==> config.mk <==
export PLATFORM = sky130hd
export DESIGN_NAME = seq101_frame_tx_flat
export DESIGN_NICKNAME = d
export VERILOG_FILES = /design/src/rtl/seq101_frame_tx_if.sv /design/src/rtl/seq101_frame_tx.sv /design/src/flat_wrapper.sv
export SDC_FILE = /design/constraint.sdc
export NUM_CORES = 1
export LEC_CHECK = 0
export BUFFER_PORTS_ARGS = -buffer_cell sky130_fd_sc_hd__clkbuf_2
export CORE_ASPECT_RATIO = 1.75
export CORE_MARGIN = 8
export CORE_UTILIZATION = 40
export CTS_BUF_LIST = sky130_fd_sc_hd__clkbuf_4 sky130_fd_sc_hd__clkbuf_8 sky130_fd_sc_hd__clkbuf_16
export CTS_CLUSTER_SIZE = 28
export DETAILED_ROUTE_END_ITERATION = 8
export PLACE_DENSITY = 0.64
export SLEW_MARGIN = 20
export SYNTH_ARGS = -nofsm -noshare
export SYNTH_HDL_FRONTEND = slang
export SYNTH_SLANG_ARGS = --single-unit
==> constraint.sdc <==
create_clock -name clk -period 3.6 [get_ports clk]
set_input_delay 0.72 -clock clk [delete_from_list [all_inputs] [get_ports clk]]
set_output_delay 0.72 -clock clk [all_outputs]
set_load 0.01 [all_outputs]
==> src/rtl/seq101_frame_tx_if.sv <==
// Word-in / serial-out bundle for the 101-marker frame transmitter.
// Latency: none (wires only).
// Backpressure: in_ready qualifies in_valid; a word moves when both are high.
interface seq101_frame_tx_if #(
    parameter int WIDTH = 8
);
    logic             in_valid;
    logic [WIDTH-1:0] in_data;
    logic             in_ready;
    logic             out;
    logic             busy;
    logic             frame_start;
    logic             frame_done;

    // Upstream word source plus whoever observes the serial line.
    modport master (
        output in_valid,
        output in_data,
        input  in_ready,
        input  out,
        input  busy,
        input  frame_start,
        input  frame_done
    );

    // The transmitter itself.
    modport slave (
        input  in_valid,
        input  in_data,
        output in_ready,
        output out,
        output busy,
        output frame_start,
        output frame_done
    );
endinterface

==> src/rtl/seq101_frame_tx.sv <==
// Serialises each accepted word as marker 1-0-1, payload MSB first, then IDLE_MIN zeros.
// Latency: marker first bit on out the cycle after the handshake; frame is 3+WIDTH cycles.
// Backpressure: in_ready only in IDLE, so words are taken at most once per 4+WIDTH+IDLE_MIN cycles.
module seq101_frame_tx #(
    parameter int WIDTH    = 8,
    parameter int IDLE_MIN = 2
) (
    input  logic clk,
    input  logic areset_n,
    seq101_frame_tx_if.slave bus
);
    localparam int CW = $clog2(WIDTH) + 1;
    localparam logic [CW-1:0] BIT_LAST = CW'(WIDTH - 1);
    localparam logic [CW-1:0] BIT_ONE  = CW'(1);
    localparam logic [3:0]    GAP_LAST = 4'(IDLE_MIN - 1);

    typedef enum logic [2:0] {
        GAP,
        IDLE,
        SYNC_H1,
        SYNC_L,
        SYNC_H2,
        DATA
    } state_t;

    state_t           state;
    logic [CW-1:0]    bit_cnt;
    logic [3:0]       gap_cnt;
    logic [WIDTH-1:0] shreg;
    logic [WIDTH-1:0] shifted;

    logic out_r;
    logic busy_r;
    logic start_r;
    logic done_r;
    logic rdy_r;

    // Next MSB to present once the current payload bit has been sent.
    assign shifted = shreg << 1;

    // Frame sequencer; every output is registered alongside the state it belongs to,
    // so each output register already holds the value for the state being entered.
    always_ff @(posedge clk or negedge areset_n) begin
        if (!areset_n) begin
            state   <= GAP;
            bit_cnt <= '0;
            gap_cnt <= '0;
            shreg   <= '0;
            out_r   <= 1'b0;
            busy_r  <= 1'b0;
            start_r <= 1'b0;
            done_r  <= 1'b0;
            rdy_r   <= 1'b0;
        end else begin
            start_r <= 1'b0;
            done_r  <= 1'b0;
            unique case (state)
                GAP: begin
                    if (gap_cnt == GAP_LAST) begin
                        state <= IDLE;
                        rdy_r <= 1'b1;
                    end else begin
                        gap_cnt <= gap_cnt + 4'd1;
                    end
                end
                IDLE: begin
                    if (bus.in_valid) begin
                        state   <= SYNC_H1;
                        shreg   <= bus.in_data;
                        rdy_r   <= 1'b0;
                        out_r   <= 1'b1;
                        busy_r  <= 1'b1;
                        start_r <= 1'b1;
                    end
                end
                SYNC_H1: begin
                    state <= SYNC_L;
                    out_r <= 1'b0;
                end
                SYNC_L: begin
                    state <= SYNC_H2;
                    out_r <= 1'b1;
                end
                SYNC_H2: begin
                    state   <= DATA;
                    bit_cnt <= '0;
                    out_r   <= shreg[WIDTH-1];
                    // A one-bit payload finishes in its first DATA cycle.
                    done_r  <= (WIDTH == 1);
                end
                DATA: begin
                    if (bit_cnt == BIT_LAST) begin
                        state   <= GAP;
                        gap_cnt <= '0;
                        out_r   <= 1'b0;
                        busy_r  <= 1'b0;
                    end else begin
                        bit_cnt <= bit_cnt + BIT_ONE;
                        shreg   <= shifted;
                        out_r   <= shifted[WIDTH-1];
                        done_r  <= ((bit_cnt + BIT_ONE) == BIT_LAST);
                    end
                end
                default: begin
                    state   <= GAP;
                    gap_cnt <= '0;
                    out_r   <= 1'b0;
                    busy_r  <= 1'b0;
                    rdy_r   <= 1'b0;
                end
            endcase
        end
    end

    // Ready is forced low the instant reset asserts, independent of the clock.
    assign bus.in_ready    = rdy_r & areset_n;
    assign bus.out         = out_r;
    assign bus.busy        = busy_r;
    assign bus.frame_start = start_r;
    assign bus.frame_done  = done_r;
endmodule
==> src/flat_wrapper.sv <==
// flat-port wrapper written by rule: the top's interface ports become plain ports
module seq101_frame_tx_flat 
#(
    parameter int WIDTH    = 8,
    parameter int IDLE_MIN = 2
)
  (clk, areset_n, bus_in_valid, bus_in_data, bus_in_ready, bus_out, bus_busy, bus_frame_start, bus_frame_done);
  seq101_frame_tx_if #(.WIDTH(WIDTH)) bus_i ();
  input  logic clk;
  input  logic areset_n;
  input wire logic [$bits(bus_i.in_valid)-1:0] bus_in_valid;
  input wire logic [$bits(bus_i.in_data)-1:0] bus_in_data;
  output wire logic [$bits(bus_i.in_ready)-1:0] bus_in_ready;
  output wire logic [$bits(bus_i.out)-1:0] bus_out;
  output wire logic [$bits(bus_i.busy)-1:0] bus_busy;
  output wire logic [$bits(bus_i.frame_start)-1:0] bus_frame_start;
  output wire logic [$bits(bus_i.frame_done)-1:0] bus_frame_done;
  assign bus_i.in_valid = bus_in_valid;
  assign bus_i.in_data = bus_in_data;
  assign bus_in_ready = bus_i.in_ready;
  assign bus_out = bus_i.out;
  assign bus_busy = bus_i.busy;
  assign bus_frame_start = bus_i.frame_start;
  assign bus_frame_done = bus_i.frame_done;
  seq101_frame_tx #(.WIDTH(WIDTH), .IDLE_MIN(IDLE_MIN)) u_core (.clk(clk), .areset_n(areset_n), .bus(bus_i));
endmodule
; ---- Word level (Yosys, flattened, before mapping)
; Cells that the tools add are included.
; W data, S select, Z words.
[classes]
n_shift = 0
n_mul = 0
eq_ne = 13
order_cmp = 0
n_reduce_logical = 13
n_div = 0
muxes = 24
bitwise = 5
addsub = 2
[ops]
columns = cell, count
row1 = $pmux W3 S6, 1
row2 = $mux W8, 2
row3 = $pmux W8 S2, 1
row4 = $reduce_and A3 Y1, 5
row5 = $mux W4, 3
row6 = $pmux W4 S3, 1
row7 = $reduce_or A4 Y1, 3
row8 = $mux W1, 9
row9 = $mux W3, 3
row10 = $add A4 B1 Y4 const B, 2
row11 = $eq A4 B3 Y1 const B, 2
row12 = $pmux W4 S2, 1
row13 = $eq A3 B2 Y1 const B, 2
row14 = $eq A3 B3 Y1 const B, 2
row15 = $ne A2 B2 Y1 const B, 3
row16 = $pmux W1 S3, 2
row17 = $pmux W1 S5, 1
row18 = $eq A4 B1 Y1 const B, 1
row19 = $ne A2 B1 Y1 const B, 2
row20 = $not A1 Y1, 4
row21 = $reduce_and A2 Y1, 2
row22 = $reduce_bool A2 Y1, 2
row23 = $eq A3 B1 Y1 const B, 1
row24 = $logic_not A3 Y1, 1
row25 = $and A1 B1 Y1, 1
[totals]
latchBits = 0
ff_bits = 24
word_cells = 66
mem_bits_ro = 0
mem_count = 0
inputBits = 11
out_inout_bits = 5
ram_bits = 0

; ---- Longest topological paths before layout
; Gate-level depths: netlist of run 1.
[logic_depth]
depth_word = 4
mapped_depth = 6
ltp_nobuf = 5

; ---- Least setup slack after synthesis of run 1
; OpenSTA, ideal clock, no wires.
[synth_path]
path_kind = input to output
start = in areset_n
end = out bus_in_ready
slack_ns = 2.014
path_stages = 1
path_buffers = 0
t_required_ns = 2.880
arrival_time_ns = 0.866
cell_sequence = and2_1
[synth_via]
elab_chain_len = 1
[synth_rtl]
columns = item, line_no
row1 = start: declaration, flat_wrapper.sv:10  ; input logic areset_n;
row2 = $and A1 B1 Y1, seq101_frame_tx.sv:116  ; assign bus.in_ready = rdy_r & areset_n;
row3 = end: declaration, flat_wrapper.sv:13  ; output wire logic [$bits(bus_i.in_ready)-1:0] bus_in_ready;
; Every way passes these cells.

; ---- Worst setup path after layout of run 1
; Ends and elaborated chain as after synthesis.

==> summary.md, run 1 <==
| Metric | Value |
|---|---|
| Grt total ovfl | 0 |
| I/O Buffers | 15 |
| Hold Fails Final Rpt | 0 |
| Routability cong. | 0.780 |
| Largest net degree at the start of global routing | 25 |
| Crit path max fanout | 2 |
| WS Path Type | in -> out |
| Syn avg cell area | 9.41 sq um |
| Die Area | 5220 sq um |
| CTS H-Tree Depth | 1 |
| WP data arrival | 1.09 ns |
| Synth unique cells | 35 |
| Commonest non-fill, non-tap cell in the layout | dfrtp_1 |
| Crit path launch type | input pin |
| Final setup viols | 0 |
| FF+latch count, synth | 24 |
| Commonest non-fill, non-tap cells in the layout | 24 x dfrtp_1, 19 x a21oi_1, 15 x clkbuf_2, 10 x inv_1 |
| Setup TNS | 0 ns |
| Clock Latency Late Sink | 0.26 ns |
| Total CTS buffers | 3 |
| CP delay by family, top | buffers and inverters |
| WP buf/inv | 2 |
| CTS tree | yes |
| Number of antenna repair diodes | 0 |
| Net Sw Power | 0.000475 W |
| Crit-path most repeated cell | clkbuf_2 |
| Area of the multi-input gates | 581 sq um |
| Outcome | complete, no violations |
| Clock buffer depth | 2 |
| Minimum clock period | 1.81 ns |
| Routed WL | 2640 um |
| Placed insts | 173 |
| Fmax | 0.553 GHz |
| Crit path cell chain | clkbuf_2 -> and2_1 -> clkbuf_2 |
| End of the critical path | bus_in_ready |
| Estimated wirelength of the detail-placed design | 2040 um |
| Syn_nets | 147 |
| Register area share after synthesis | 0.483 |
| Post-CTS Setup Repair Bufs | 0 |
| Nets@finish | 164 |
| Async set or reset register ratio after synthesis | 1.00 |
| Worst-Margin Slew | 0.488 ns |
| Post-synth EDFFs | 0 |
| Number of global-route vias before repair | 1,060 |
| FF+latch area | 601 sq um |
| Relative slew slack | 0.675 |
| Combinational power share | 0.392 |
| Width of the die | 58.1 um |
| Hold-fix buffers, CTS | 0 |
| R2r worst-path depth | 5 |
| Via count | 1,009 |
| Crit. Startpoint | areset_n |
| DRC | 0 |
| Leak | 0.666 nW |
| Die Y | 89.7 um |
| Internal power | 0.000696 W |
| DRT Pass-1 Iters | 4 |
| Filler cell count | 293 |
| Final-report max-slew violation count | 0 |
| Core box area | 3040 sq um |
| Initial drt markers | 33 |
| Total of max-cap violations | 0 |
| Post-synth top flop | dfrtp_1 |
| Number of core rows | 27 |
| Synth Warn # | 0 |
| CTS root buf | clkbuf_8 |
| Via density per instance | 5.70 |
| CP max-delay cell | and2_1 |
| Cell depth of the worst setup path | 3 |
| Initial antenna violation count | 0 |
| RR Endpoint | u_core.shreg[1]$_DFFE_PN0P_ |
| Area Growth Syn to Fin | 12.1% |
| Sink Count | 24 |
| Synthesized area | 1240 sq um |
| First-pass GRT wire length | 4560 um |
| Finished Layout Cells | 177 |
| Clock Power Share | 0.153 |
| Tot GR Track Use | 0.108 |
| Final Skew | 0.00393 ns |
| Worst R2R Start | u_core.bit_cnt[0]$_DFFE_PN0P_ |
| Worst R2R Setup Slack | 1.88 ns |
| Crit. End Element | output pin |
| Starting Density | 0.409 |
| Worst-path clk slew | 0.08 ns |
| Required time of the worst setup path | 2.88 ns |
| HP Class | in -> async |
| DR WL/cell | 14.9 um |
| Share of cells above drive strength 1 | 0.196 |
| Peak VDD IR | 430 uV |
| Io pins | 16 |
| RSZ-0062 raised after global routing | false |
| Period utilization | 0.502 |
| Cell Pwr Density | 841 nW/um^2 |
| Switch share | 0.406 |
| Reg power frac | 0.455 |
| Post_cts resized | 0 |
| Post-DRT Antenna Nets | 0 |
| Syn Inst Count | 132 |
| CP max stage delay | 0.14 ns |
==> worst min path at each step <==
stage                                          to                   startpoint  depth (start not counted)
global route          u_core.state[2]$_DFFE_PN0P_                     areset_n                          2
floorplan           u_core.bit_cnt[0]$_DFFE_PN0P_                     areset_n                          0
detailed placement    u_core.shreg[0]$_DFFE_PN0P_  u_core.shreg[0]$_DFFE_PN0P_                          2
CTS                   u_core.shreg[7]$_DFFE_PN0P_                     areset_n                          2
global placement      u_core.bus.busy$_DFFE_PN0P_  u_core.bus.busy$_DFFE_PN0P_                          2
finish                u_core.bus.busy$_DFFE_PN0P_                     areset_n                          2
==> metrics by stage <==
step / power (W) / hold slack (ns) / setup WS [ns] / area (sq um) / utilization
floorplan: 0.000880 / 0.424 / 2.01 / 1240 / -
global placement: 0.000979 / 0.494 / 1.78 / 1340 / 0.440
detailed placement: 0.00100 / 0.491 / 1.79 / 1340 / 0.440
CTS: 0.00118 / 0.493 / 1.78 / 1390 / 0.458
global route: 0.00128 / 0.513 / 1.71 / 1390 / 0.458
finish: 0.00117 / 0.477 / 1.79 / 1390 / 0.458
==> power groups by stage <==
stage	logic [W]	registers (W)	clock network (W)
final	0.000460	0.000533	0.000179
after global routing	0.000526	0.000554	0.000196
after CTS	0.000468	0.000532	0.000185
after detailed placement	0.000468	0.000536	0
after global placement	0.000449	0.000530	0
after floorplan	0.000405	0.000475	0
==> Yosys cell counts, drive strengths merged, types with 4 or more instances <==
cell,number,area share
a21oi,21,0.091
dfrtp,24,0.48
ha,4,0.040
inv,10,0.030
nand2,10,0.032
nand3,8,0.032
nor2,5,0.017
nor2b,4,0.022
nor3,4,0.020
o21ai,6,0.024
o22ai,9,0.045
==> cells by family (layout without fill, tap and decap cells) <==
family                     count (synthesis)  count (layout)  share of synthesized area
DFF                                       24              24                      0.483
and+or+nand+nor                           43              43                      0.193
buffers and inverters                     14              30                     0.0493
AOI/OAI and AO/OA                         45              45                      0.217
adders and majority gates                  4               4                     0.0403
muxes                                      2               2                     0.0171
==> layout make-up <==
type | instances | share of cell area
tap | 29 | 0.0261
inverter | 10 | 0.0270
clock buffer | 4 | 0.0395
timing repair buffer | 16 | 0.0593
sequential | 24 | 0.431
multi-input combinational | 94 | 0.417
==> sequential cells by signal, indices dropped and copies added (netlist names) <==
signal                  cells
u_core.shreg                8
u_core.state                3
u_core.bus.out              1
u_core.bit_cnt              4
u_core.bus.busy             1
u_core.bus.frame_start      1
u_core.bus.frame_done       1
u_core.rdy_r                1
u_core.gap_cnt              4
==> metal layers <==
| layer | global-route usage | routed length [um] | vias to the layer above |
|---|---|---|---|
| li1 | - | - | 506 |
| met3 | 0.0285 | 122 | 4 |
| met4 | 0.0432 | 33 | 0 |
| met2 | 0.193 | 1410 | 19 |
| met1 | 0.112 | 1070 | 480 |
| met5 | 0 | 0 | - |
(Power assumes the default switching activity.)
==> run 2, diff against run 1 <==
==> constraint.sdc (replaced) <==
create_clock -name clk -period 1.75 [get_ports clk]
set_input_delay 0.35 -clock clk [delete_from_list [all_inputs] [get_ports clk]]
set_output_delay 0.35 -clock clk [all_outputs]
set_load 0.01 [all_outputs]
==> summary.md, run 2 (synthesized netlist as in run 1, its figures left out) <==
| Metric | Value |
|---|---|
| Outcome | complete, no violations |
| Setup TNS | 0 ns |
| Share of cells above drive strength 1 | 0.225 |
| Minimum clock period | 1.61 ns |
| Die Area | 5220 sq um |
| CTS tree | yes |
| Worst R2R Start | u_core.bit_cnt[0]$_DFFE_PN0P_ |
| Tot GR Track Use | 0.115 |
| DRC | 0 |
| Number of antenna repair diodes | 0 |
| DRT Pass-1 Iters | 4 |
| Crit path launch type | flip-flop |
| Relative slew slack | 0.744 |
| Initial antenna violation count | 0 |
| Grt total ovfl | 0 |
| Via density per instance | 5.83 |
| Routability cong. | 0.799 |
| Total of max-cap violations | 0 |
| DR WL/cell | 15.6 um |
| First-pass GRT wire length | 4860 um |
| Clock buffer depth | 2 |
| Crit path max fanout | 7 |
| HP Class | in -> async |
| Width of the die | 58.1 um |
| Worst-Margin Slew | 0.379 ns |
| Post-DRT Antenna Nets | 0 |
| Number of global-route vias before repair | 1,106 |
| Core box area | 3040 sq um |
| Required time of the worst setup path | 1.90 ns |
| Crit. End Element | flip-flop |
| Commonest non-fill, non-tap cell in the layout | dfrtp_1 |
| Via count | 1,049 |
| CP delay by family, top | simple AND/OR/NAND/NOR gates |
| Area Growth Syn to Fin | 14.4% |
| Final worst slack | 0.136 ns |
| WP data arrival | 1.77 ns |
| Routed WL | 2820 um |
| CP max stage delay | 0.46 ns |
| RSZ-0062 raised after global routing | false |
| Worst-path clk slew | 0.08 ns |
| Io pins | 16 |
| Largest net degree at the start of global routing | 25 |
| Leak | 0.680 nW |
| Clock Latency Late Sink | 0.27 ns |
| Crit path cell chain | ha_2 -> nand3b_1 -> and3_1 -> a22oi_1 -> a21oi_1 |
| WP buf/inv | 0 |
| Max reg flops | 8 |
| Total CTS buffers | 3 |
| Top register by number of flip-flops | u_core.shreg |
| Final-report max-slew violation count | 0 |
| CTS root buf | clkbuf_8 |
| Sink Count | 24 |
| Cell Pwr Density | 1740 nW/um^2 |
| CTS H-Tree Depth | 1 |
| Starting Density | 0.409 |
| CP max-delay cell | dfrtp_1 |
| WS Path Type | reg -> reg |
| Design area | 1420 sq um |
| Number of core rows | 27 |
| Post-Place Setup Slack | 0.0793 ns |
| Largest regs | u_core.shreg: 8 flops, u_core.bit_cnt: 4 flops, u_core.gap_cnt: 4 flops |
| Area post-placement | 1370 sq um |
| Final Skew | 0.00333 ns |
| Estimated wirelength of the detail-placed design | 2140 um |
| Die Y | 89.7 um |
| Crit. Startpoint | u_core.bit_cnt[0]$_DFFE_PN0P_ |
| I/O Buffers | 15 |
| Fmax | 0.620 GHz |
| Hold Fails Final Rpt | 0 |
| Initial drt markers | 33 |
| Commonest non-fill, non-tap cells in the layout | 24 x dfrtp_1, 19 x a21oi_1, 15 x clkbuf_2, 10 x inv_1 |
| Nets@finish | 168 |
| Final setup viols | 0 |
| Peak VDD IR | 765 uV |
| Period utilization | 0.922 |
-- run 2: cell count changes in the layout (fill, tap and decap cells not counted), sizes merged --
cell	change
clkbuf	-1
buf	+4
-- run 2: layout make-up --
| type | instances | area (sq um) |
|---|---|---|
| Fill cell | 303 | 1620 |
| Multi-Input combinational cell | 94 | 593 |
| Sequential cell | 24 | 601 |
| Timing Repair Buffer | 20 | 113 |
| Inverter | 10 | 37.5 |
| Tap cell | 29 | 36.3 |
| Clock buffer | 3 | 41.3 |
-- run 2: worst paths after layout --
path	endpoint	slack, ns	cells after the start
setup / recovery	u_core.bus.out$_DFFE_PN0P_	0.14	5
hold / removal	u_core.bit_cnt[2]$_DFFE_PN0P_	0.09	2
setup reg to reg	u_core.bus.out$_DFFE_PN0P_	0.14	5
hold reg to reg	u_core.shreg[1]$_DFFE_PN0P_	0.52	2
max in group asynchronous	u_core.bus.busy$_DFFE_PN0P_	1.42	2
min in group clk	u_core.shreg[0]$_DFFE_PN0P_	0.27	3
-- run 2: timing repair --
item	in CTS	in global routing
endpoints found under the setup margin	0	7
gates resized for setup	0	3
hold buffers	0	0
buffers inserted	0	0
-- run 2: stage by stage --
| stage | hold WS [ns] | util | total power (W) | std cells |
|---|---|---|---|---|
| floorplan | 0.0544 | - | 0.00181 | 132 |
| global placement | 0.392 | 0.450 | 0.00208 | 177 |
| detailed placement | 0.394 | 0.450 | 0.00214 | 177 |
| CTS | 0.102 | 0.463 | 0.00247 | 180 |
| global route | 0.117 | 0.467 | 0.00268 | 180 |
| finish | 0.0935 | 0.467 | 0.00247 | 180 |
-- run 2: layer usage --
layer / global-route usage / share of wire / up-vias
li1: - / - / 512
met1: 0.115 / 0.39 / 509
met2: 0.212 / 0.56 / 21
met3: 0.0214 / 0.032 / 7
met4: 0.0576 / 0.022 / 0
met5: 0 / 0 / -
-- run 2: power breakdown --
group | switching (W) | total [W] | leakage, nW | internal, W
Clock | 0.000167 | 0.000321 | 0.0216 | 0.000154
Sequential | 0.000233 | 0.00103 | 0.285 | 0.000796
Combinational | 0.000621 | 0.00112 | 0.374 | 0.000495
